<file path="src/rtl/axis_pkg.sv">
// axis_pkg: shared types and constants for the AXI4-Stream packetizer.
//   AXIS_DATA_W : default stream data width
//   DROP_CNT_W  : width of the dropped-beat counter
//   state_t     : packetizer FSM state (IDLE, ACTIVE)
//   beat_t      : one buffered beat, data plus its precomputed last flag
package axis_pkg;
    localparam int AXIS_DATA_W = 32;
    localparam int DROP_CNT_W  = 32;
    typedef enum logic {IDLE, ACTIVE} state_t;
    typedef struct packed {
        logic [AXIS_DATA_W-1:0] data;
        logic                   last;
    } beat_t;
endpackage

</file>
<file path="src/rtl/axis_packetizer_if.sv">
// axis_packetizer_if: AXI4-Stream bundle (tdata, tvalid, tready, tlast).
//   master : drives tdata/tvalid/tlast, receives tready
//   slave  : receives tdata/tvalid, drives tready (the input stream carries no tlast)
interface axis_packetizer_if #(parameter int DATA_W = 32);
    logic [DATA_W-1:0] tdata;
    logic              tvalid;
    logic              tready;
    logic              tlast;
    modport master(output tdata, tvalid, tlast, input tready);
    modport slave(input tdata, tvalid, output tready);
endinterface

</file>
<file path="src/rtl/axis_skid_buffer.sv">
// axis_skid_buffer: two-entry register slice (output register + skid register).
//   aclk, aresetn    : clock, asynchronous active-low reset
//   s_valid/s_beat   : upstream beat, s_ready is registered "skid empty"
//   m_valid/m_beat   : downstream beat from the output register, m_ready backpressure
module axis_skid_buffer #(
    parameter type beat_t = axis_pkg::beat_t
) (
    input  logic  aclk,
    input  logic  aresetn,
    input  logic  s_valid,
    input  beat_t s_beat,
    output logic  s_ready,
    output logic  m_valid,
    output beat_t m_beat,
    input  logic  m_ready
);
    logic  out_valid_q, out_valid_d, skid_valid_q, skid_valid_d, ready_q, ready_d;
    beat_t out_q, out_d, skid_q, skid_d;
    logic  acc, out_free;

    // ready_q mirrors !skid_valid_q, so an accepted beat always finds the skid empty
    always_comb begin
        acc          = s_valid & ready_q;
        out_free     = !out_valid_q | m_ready;
        out_valid_d  = out_valid_q;
        out_d        = out_q;
        skid_valid_d = skid_valid_q;
        skid_d       = skid_q;
        if (skid_valid_q && out_free) begin
            out_d        = skid_q;
            out_valid_d  = 1'b1;
            skid_valid_d = 1'b0;
        end else if (acc && out_free) begin
            out_d       = s_beat;
            out_valid_d = 1'b1;
        end else if (acc) begin
            skid_d       = s_beat;
            skid_valid_d = 1'b1;
        end else if (m_ready) begin
            out_valid_d = 1'b0;
        end
        ready_d = !skid_valid_d;
    end

    always_ff @(posedge aclk or negedge aresetn) begin
        if (!aresetn) begin
            out_valid_q  <= 1'b0;
            skid_valid_q <= 1'b0;
            ready_q      <= 1'b0;
            out_q        <= '0;
            skid_q       <= '0;
        end else begin
            out_valid_q  <= out_valid_d;
            skid_valid_q <= skid_valid_d;
            ready_q      <= ready_d;
            out_q        <= out_d;
            skid_q       <= skid_d;
        end
    end

    assign s_ready = ready_q;
    assign m_valid = out_valid_q;
    assign m_beat  = out_q;
endmodule

</file>
<file path="src/rtl/axis_packetizer.sv">
// axis_packetizer: tags m_axis.tlast on every (cfg_data+1)-th beat of a tlast-less stream.
//   aclk, aresetn : clock, asynchronous active-low reset
//   cfg_data      : packet length minus one, sampled on the first beat of each packet
//   s_axis        : input stream (slave), tready is registered
//   m_axis        : output stream (master) with tlast
//   sts_drop      : beats offered while tready was low, saturating
//                   (present only when AXIS_PACKETIZER_DROP_CNT_EN is defined)
module axis_packetizer
    import axis_pkg::*;
#(
    parameter int AXIS_TDATA_WIDTH = 32,
    parameter int CNTR_WIDTH       = 32
) (
    input  logic                  aclk,
    input  logic                  aresetn,
    input  logic [CNTR_WIDTH-1:0] cfg_data,
    axis_packetizer_if.slave      s_axis,
    axis_packetizer_if.master     m_axis
`ifdef AXIS_PACKETIZER_DROP_CNT_EN
    ,
    output logic [DROP_CNT_W-1:0] sts_drop
`endif
);
    typedef struct packed {
        logic [AXIS_TDATA_WIDTH-1:0] data;
        logic                        last;
    } pbeat_t;

    state_t                state_q, state_d;
    logic [CNTR_WIDTH-1:0] len_q, len_d, cnt_q, cnt_d, cnt_nxt;
    logic                  acc, last;
    pbeat_t                in_beat, out_beat;

    // cnt_q holds the index of the previous beat in the packet; the beat whose
    // index equals len_q is last, so cnt never exceeds len_q and cannot overflow
    always_comb begin
        acc     = s_axis.tvalid & s_axis.tready;
        cnt_nxt = cnt_q + CNTR_WIDTH'(1);
        state_d = state_q;
        len_d   = len_q;
        cnt_d   = cnt_q;
        last    = 1'b0;
        if (acc && state_q == IDLE) begin
            len_d   = cfg_data;
            cnt_d   = '0;
            last    = cfg_data == '0;
            state_d = last ? IDLE : ACTIVE;
        end else if (acc) begin
            last    = cnt_nxt == len_q;
            cnt_d   = last ? '0 : cnt_nxt;
            state_d = last ? IDLE : ACTIVE;
        end
        in_beat = '{data: s_axis.tdata, last: last};
    end

    always_ff @(posedge aclk or negedge aresetn) begin
        if (!aresetn) begin
            state_q <= IDLE;
            len_q   <= '0;
            cnt_q   <= '0;
        end else begin
            state_q <= state_d;
            len_q   <= len_d;
            cnt_q   <= cnt_d;
        end
    end

    axis_skid_buffer #(.beat_t(pbeat_t)) u_skid (
        .aclk    (aclk),
        .aresetn (aresetn),
        .s_valid (s_axis.tvalid),
        .s_beat  (in_beat),
        .s_ready (s_axis.tready),
        .m_valid (m_axis.tvalid),
        .m_beat  (out_beat),
        .m_ready (m_axis.tready)
    );

    assign m_axis.tdata = out_beat.data;
    assign m_axis.tlast = out_beat.last;

`ifdef AXIS_PACKETIZER_DROP_CNT_EN
    logic [DROP_CNT_W-1:0] drop_q, drop_d;

    always_comb begin
        drop_d = (s_axis.tvalid && !s_axis.tready && drop_q != '1) ? drop_q + DROP_CNT_W'(1) : drop_q;
    end

    always_ff @(posedge aclk or negedge aresetn) begin
        if (!aresetn) drop_q <= '0;
        else          drop_q <= drop_d;
    end

    assign sts_drop = drop_q;
`endif
endmodule
</file>
<file path="src/flat_wrapper.sv">
// flat-port wrapper written by rule: the top's interface ports become plain ports
module axis_packetizer_flat import axis_pkg::*;
#(
    parameter int AXIS_TDATA_WIDTH = 32,
    parameter int CNTR_WIDTH       = 32
)
  (aclk, aresetn, cfg_data, s_axis_tdata, s_axis_tvalid, s_axis_tready, m_axis_tdata, m_axis_tvalid, m_axis_tlast, m_axis_tready);
  axis_packetizer_if s_axis_i ();
  axis_packetizer_if m_axis_i ();
  input  logic aclk;
  input  logic aresetn;
  input  logic [CNTR_WIDTH-1:0] cfg_data;
  input wire logic [$bits(s_axis_i.tdata)-1:0] s_axis_tdata;
  input wire logic [$bits(s_axis_i.tvalid)-1:0] s_axis_tvalid;
  output wire logic [$bits(s_axis_i.tready)-1:0] s_axis_tready;
  output wire logic [$bits(m_axis_i.tdata)-1:0] m_axis_tdata;
  output wire logic [$bits(m_axis_i.tvalid)-1:0] m_axis_tvalid;
  output wire logic [$bits(m_axis_i.tlast)-1:0] m_axis_tlast;
  input wire logic [$bits(m_axis_i.tready)-1:0] m_axis_tready;
  assign s_axis_i.tdata = s_axis_tdata;
  assign s_axis_i.tvalid = s_axis_tvalid;
  assign s_axis_tready = s_axis_i.tready;
  assign m_axis_tdata = m_axis_i.tdata;
  assign m_axis_tvalid = m_axis_i.tvalid;
  assign m_axis_tlast = m_axis_i.tlast;
  assign m_axis_i.tready = m_axis_tready;
  axis_packetizer #(.AXIS_TDATA_WIDTH(AXIS_TDATA_WIDTH), .CNTR_WIDTH(CNTR_WIDTH)) u_core (.aclk(aclk), .aresetn(aresetn), .cfg_data(cfg_data), .s_axis(s_axis_i), .m_axis(m_axis_i));
endmodule
</file>
<file path="config.mk">
export PLATFORM = sky130hd
export DESIGN_NAME = axis_packetizer_flat
export DESIGN_NICKNAME = d
export VERILOG_FILES = /design/src/rtl/axis_pkg.sv /design/src/rtl/axis_packetizer_if.sv /design/src/rtl/axis_skid_buffer.sv /design/src/rtl/axis_packetizer.sv /design/src/flat_wrapper.sv
export SDC_FILE = /design/constraint.sdc
export NUM_CORES = 1
export LEC_CHECK = 0
export CAP_MARGIN = 20
export CORE_ASPECT_RATIO = 0.8
export CORE_MARGIN = 2
export CORE_UTILIZATION = 51
export CTS_BUF_LIST = sky130_fd_sc_hd__clkbuf_8
export DETAILED_ROUTE_END_ITERATION = 8
export GPL_TIMING_DRIVEN = 0
export PLACE_DENSITY = 0.86
export SLEW_MARGIN = 20
export SYNTH_ARGS = -nofsm -noshare
export SYNTH_HDL_FRONTEND = slang
export SYNTH_SLANG_ARGS = --single-unit
</file>
<file path="constraint.sdc">
create_clock -name aclk -period 2.7 [get_ports aclk]
set_input_delay 0.54 -clock aclk [delete_from_list [all_inputs] [get_ports aclk]]
set_output_delay 0.54 -clock aclk [all_outputs]
set_load 0.005 [all_outputs]
</file>
==> report_table.html <==
<table>
<tr><th>Metric</th><th>Value</th></tr>
<tr><th colspan="2">Outcome</th></tr>
<tr><td>Status</td><td>finished with violations</td></tr>
<tr><td>Failing checks</td><td>setup timing</td></tr>
<tr><th colspan="2">Critical path</th></tr>
<tr><td>Critical path required time</td><td>roughly 3 ns</td></tr>
<tr><td>Startpoint type of the worst setup path</td><td>register</td></tr>
<tr><td>Kind of critical path</td><td>reg -&gt; reg</td></tr>
<tr><td>Kind of end point of the critical path</td><td>register</td></tr>
<tr><td>Path depth of the worst reg2reg path</td><td>11</td></tr>
<tr><td>Arrival time worst endpoint</td><td>3.49 ns</td></tr>
<tr><td>Maximum fanout encountered on the critical timing path</td><td>7</td></tr>
<tr><td>Slowest stage cell on the critical path</td><td>sky130_fd_sc_hd__or4_4</td></tr>
<tr><td>Peak per-stage delay on the critical path</td><td>0.52 ns</td></tr>
<tr><td>Critical path, cell by cell</td><td>buf_4 &gt; and4_4 &gt; nand4_4 &gt; or4_4 &gt; a211oi_2 &gt; o211ai_1 &gt; or4_4 &gt; buf_8 &gt; buf_4 &gt; a31oi_1 &gt; o21ai_1</td></tr>
<tr><th colspan="2">Hold path</th></tr>
<tr><td>Cell count of the worst hold path</td><td>2</td></tr>
<tr><td>Worst min path class</td><td>reg -&gt; reg</td></tr>
<tr><th colspan="2">Global routing</th></tr>
<tr><td>Global-route wire length before repair</td><td>about 33000 µm</td></tr>
<tr><td>Total Routing Usage GR</td><td>28.3%</td></tr>
<tr><td>Largest net degree at the start of global routing</td><td>between 100 and 150</td></tr>
<tr><td>GRT Residual Overflow</td><td>0</td></tr>
<tr><td>Number of antenna violations at the first check in global routing</td><td>0</td></tr>
<tr><td>Number of global-route vias before repair</td><td>between 6000 and 7000</td></tr>
<tr><th colspan="2">Placement</th></tr>
<tr><td>Detailed Place HPWL</td><td>13900 µm</td></tr>
<tr><td>Placement Cell Area</td><td>8560 µm²</td></tr>
<tr><td>Number of cells in the design after placement</td><td>978</td></tr>
<tr><td>Final weighted congestion in routability-driven placement</td><td>0.965</td></tr>
<tr><td>IO buf count</td><td>102</td></tr>
<tr><th colspan="2">Power</th></tr>
<tr><td>Net Sw Frac</td><td>34.9%</td></tr>
<tr><td>Design internal power</td><td>4.81 mW</td></tr>
<tr><td>Gate power share</td><td>34.5%</td></tr>
<tr><td>Max VDD drop</td><td>470 µV</td></tr>
<tr><td>Reported net switching power</td><td>2.58 mW</td></tr>
<tr><td>Relative contribution of the clock network to total power</td><td>22.9%</td></tr>
<tr><td>Pwr Density</td><td>782 nW/µm²</td></tr>
<tr><td>Leakage</td><td>about 3.8 nW</td></tr>
<tr><td>Sequential power share</td><td>between 40 and 50%</td></tr>
<tr><td>Pwr Total</td><td>~7.4 mW</td></tr>
<tr><th colspan="2">Floorplanning</th></tr>
<tr><td>Area of the die</td><td>15100 µm²</td></tr>
<tr><td>Starting density of the core</td><td>52.5%</td></tr>
<tr><td>Core ar.</td><td>~14000 µm²</td></tr>
<tr><td>Top-Level Pins</td><td>103</td></tr>
<tr><td>Chip Width</td><td>137 µm</td></tr>
<tr><td>Die height</td><td>around 110 µm</td></tr>
<tr><td>Core Rows</td><td>38</td></tr>
<tr><th colspan="2">CTS</th></tr>
<tr><td>Total number of H-tree levels</td><td>4</td></tr>
<tr><td>Clock buffer count from CTS</td><td>17</td></tr>
<tr><td>Clock tree from TritonCTS</td><td>done</td></tr>
<tr><td>Sinks on Clock Net</td><td>134</td></tr>
<tr><td>Clk pin slew, worst setup/hold paths</td><td>roughly 0.09 ns</td></tr>
<tr><td>Bufs on Longest Clock Path</td><td>2</td></tr>
<tr><td>Clock tree root driver cell</td><td>sky130_fd_sc_hd__clkbuf_8</td></tr>
<tr><td>Clock insertion delay at the later pin of the skew report</td><td>between 0.4 and 0.5 ns</td></tr>
<tr><th colspan="2">Final layout</th></tr>
<tr><td>Number of antenna repair diodes</td><td>0</td></tr>
<tr><td>Count of non-filler cells in the finished layout</td><td>just over 1000</td></tr>
<tr><td>Count of nets after finishing</td><td>916</td></tr>
<tr><td>Fraction of layout instances using a drive strength above 1</td><td>between 20% and 30%</td></tr>
<tr><td>Final Cell Area</td><td>9450 µm²</td></tr>
<tr><td>Final core area utilization</td><td>between 60% and 70%</td></tr>
<tr><td>Area growth from synthesis to layout</td><td>31.3%</td></tr>
<tr><td>Leading cell type in the layout, fill and taps excluded</td><td>sky130_fd_sc_hd__dfrtp_1</td></tr>
<tr><td>Leading cell types in the layout, fill and taps excluded</td><td>sky130_fd_sc_hd__dfrtp_1 (129), sky130_fd_sc_hd__clkdlybuf4s50_1 (101), sky130_fd_sc_hd__a22oi_1 (66)</td></tr>
<tr><th colspan="2">Logic synthesis</th></tr>
<tr><td>Total nets after synthesis</td><td>between 700 and 800</td></tr>
<tr><td>Post-synthesis instance area</td><td>7200 µm²</td></tr>
<tr><td>Post-synthesis register bit count</td><td>about 130</td></tr>
<tr><td>Synthesized area per cell</td><td>10.4 µm²</td></tr>
<tr><td>Fraction of synthesis flops using an asynchronous set or reset pin</td><td>100%</td></tr>
<tr><td>Total number of yosys warnings</td><td>0</td></tr>
<tr><td>Number of synthesized flops with an enable pin</td><td>0</td></tr>
<tr><td>Number of cells produced by synthesis</td><td>a little under 700</td></tr>
<tr><td>Number of distinct library cells after synthesis</td><td>66</td></tr>
<tr><td>Proportion of synthesized chip area in sequential cells</td><td>46.6%</td></tr>
<tr><td>Flip-flop cell with the highest count after synthesis</td><td>sky130_fd_sc_hd__dfrtp_1</td></tr>
<tr><th colspan="2">Routing</th></tr>
<tr><td>Post-detailed-route count of antenna-violating nets</td><td>0</td></tr>
<tr><td>Post-detailed-route via-to-cell ratio</td><td>roughly 6.5</td></tr>
<tr><td>Average wire per cell in the routed design</td><td>21.1 µm</td></tr>
<tr><td>Via total after detailed routing</td><td>6710</td></tr>
<tr><td>DRC errors left</td><td>0</td></tr>
<tr><td>Detailed router's first-iteration violation count</td><td>862</td></tr>
<tr><td>Post-detailed-routing wire length</td><td>around 22000 µm</td></tr>
<tr><td>Router iterations before antenna repair</td><td>6</td></tr>
<tr><th colspan="2">Timing</th></tr>
<tr><td>Count of endpoints failing setup in the final report</td><td>35</td></tr>
<tr><td>Number of failing hold endpoints at the final stage</td><td>0</td></tr>
<tr><td>Shortest clock period the worst path allows after layout</td><td>3.14 ns</td></tr>
<tr><td>Highest achievable clock rate</td><td>between 300 and 400 MHz</td></tr>
<tr><td>Post-route clock period utilization</td><td>116%</td></tr>
<tr><td>Max-slew violation count</td><td>0</td></tr>
<tr><td>Max Clock Skew</td><td>0.0133 ns</td></tr>
<tr><td>Slew at the pin with the worst max-slew slack</td><td>0.849 ns</td></tr>
<tr><td>Worst setup margin</td><td>-0.444 ns</td></tr>
<tr><td>Unrepaired setup endpoints after global routing</td><td>yes</td></tr>
<tr><td>Worst relative slew slack</td><td>a little over two fifths</td></tr>
<tr><td>Total Neg Setup Slack</td><td>-11.80 ns</td></tr>
<tr><th colspan="2">Job</th></tr>
<tr><td>Number of max-cap violations</td><td>0</td></tr>
</table>
==> worst max-delay path, delay by kind of cell, from the launching register on <==
| kind | cells | cell delay, ns |
|---|---|---|
| AOI/OAI and AO/OA | 4 | 0.66 |
| buffers and inverters | 3 | 0.50 |
| DFF | 1 | 0.42 |
| and+or+nand+nor | 4 | 1.46 |
==> cell families after synthesis <==
kind of cell / after synthesis / share of synthesized area (%)
buffers and inverters: 72 / 4.59
AO/OA/AOI/OAI: 190 / 18.2
XOR/XNOR: 43 / 5.23
AND/OR/NAND/NOR: 189 / 14.9
adder cells (fa/ha/maj): 1 / 0.174
multiplexers: 66 / 10.3
flip-flops: 134 / 46.6
==> Yosys cell counts (all sizes together) (2+ instances only) <==
library cell	n	share of area, %
and3	20	1.7
nand2	37	1.9
mux2i	2	0.28
nor4	13	1.3
a2111oi	3	0.54
inv	15	0.78
o31ai	8	0.83
nor3	11	0.77
a21oi	15	1.1
o311ai	5	0.61
or2	3	0.30
nand4	19	1.9
a311oi	2	0.24
nand3	29	2.1
a32oi	2	0.24
a22oi	70	7.3
nor2b	3	0.26
a211oi	2	0.28
a41oi	2	0.24
o22ai	5	0.43
xnor2	21	2.6
buf	26	2.2
mux2	64	10
o211ai	2	0.21
and2	7	0.61
dfrtp	134	47
xor2	22	2.7
and4	8	1.0
o2111ai	2	0.24
or4	5	0.68
o21ai	48	3.3
nor2	24	1.3
or3	3	0.26
clkbuf	31	1.6
nand2b	4	0.35
a31oi	12	1.0
o32a	2	0.28
==> power by group through the flow <==
stage | Clock (mW) | Combinational, mW | Sequential [mW]
2_1_floorplan | 0 | 1.40 | 3.01
3_3_place_gp | 0 | 2.15 | 3.11
3_5_place_dp | 0 | 2.24 | 3.14
4_1_cts | 1.69 | 2.40 | 3.11
5_1_grt | 1.80 | 2.72 | 3.20
6_report | 1.69 | 2.55 | 3.15
==> layer usage <==
layer / vias to the layer above / GRT usage [%] / share of wire, %
met5: - / 0 / 0
met4: 0 / 11.0 / 2.1
met3: 56 / 6.81 / 11
met2: 447 / 42.1 / 45
met1: 3271 / 40.1 / 42
li1: 2936 / - / -
==> final timing paths <==
check | slack [ns] | from | endpoint
worst max-delay path | -0.44 | u_core.cnt_q[1] | u_core.cnt_q[3]
worst min-delay path | 0.50 | u_core.u_skid.skid_q[12] | u_core.u_skid.m_beat[12]
worst max register to register | -0.44 | u_core.cnt_q[1] | u_core.cnt_q[3]
worst min register to register | 0.50 | u_core.u_skid.skid_q[12] | u_core.u_skid.m_beat[12]
max in group asynchronous | 1.38 | aresetn | u_core.cnt_q[1]
min in group asynchronous | 0.53 | aresetn | u_core.len_q[11]
==> flip-flops by register name, summed over array words and instances, names as in the netlist <==
| name | count |
|---|---|
| u_core.len_q | 32 |
| u_core.u_skid.m_beat | 33 |
| u_core.u_skid.skid_valid_q | 1 |
| u_core.u_skid.s_ready | 1 |
| u_core.u_skid.skid_q | 33 |
| u_core.state_q | 1 |
| u_core.cnt_q | 32 |
| u_core.u_skid.m_valid | 1 |
==> area by class of cell <==
class / instances / area (µm²)
inverters: 15 / 56.3
repair buffers: 134 / 1350
clock buffers: 17 / 234
well taps: 180 / 225
multi-input cells: 489 / 3740
clock inverters: 14 / 154
fillers: 984 / 4240
plain buffers: 56 / 330
flip-flops and latches: 134 / 3360
==> metrics by stage <==
step	hold slack [ns]	setup slack [ns]
after floorplan	0.244	-0.0936
after global placement	0.474	-4.72
after detailed placement	0.426	-0.580
after CTS	0.502	-0.321
after global routing	0.532	-0.509
final	0.501	-0.444
==> timing repair <==
| action | CTS | global route |
|---|---|---|
| setup buffers | 21 | 7 |
| endpoints found under the setup margin | 35 | 35 |
| hold buffers | 1 | 0 |
| endpoints found under the hold margin | 34 | 0 |
| gates cloned | 1 | 1 |
| gates resized for setup | 27 | 26 |
| pin swaps | 21 | 9 |
(Power assumes the default switching activity.)
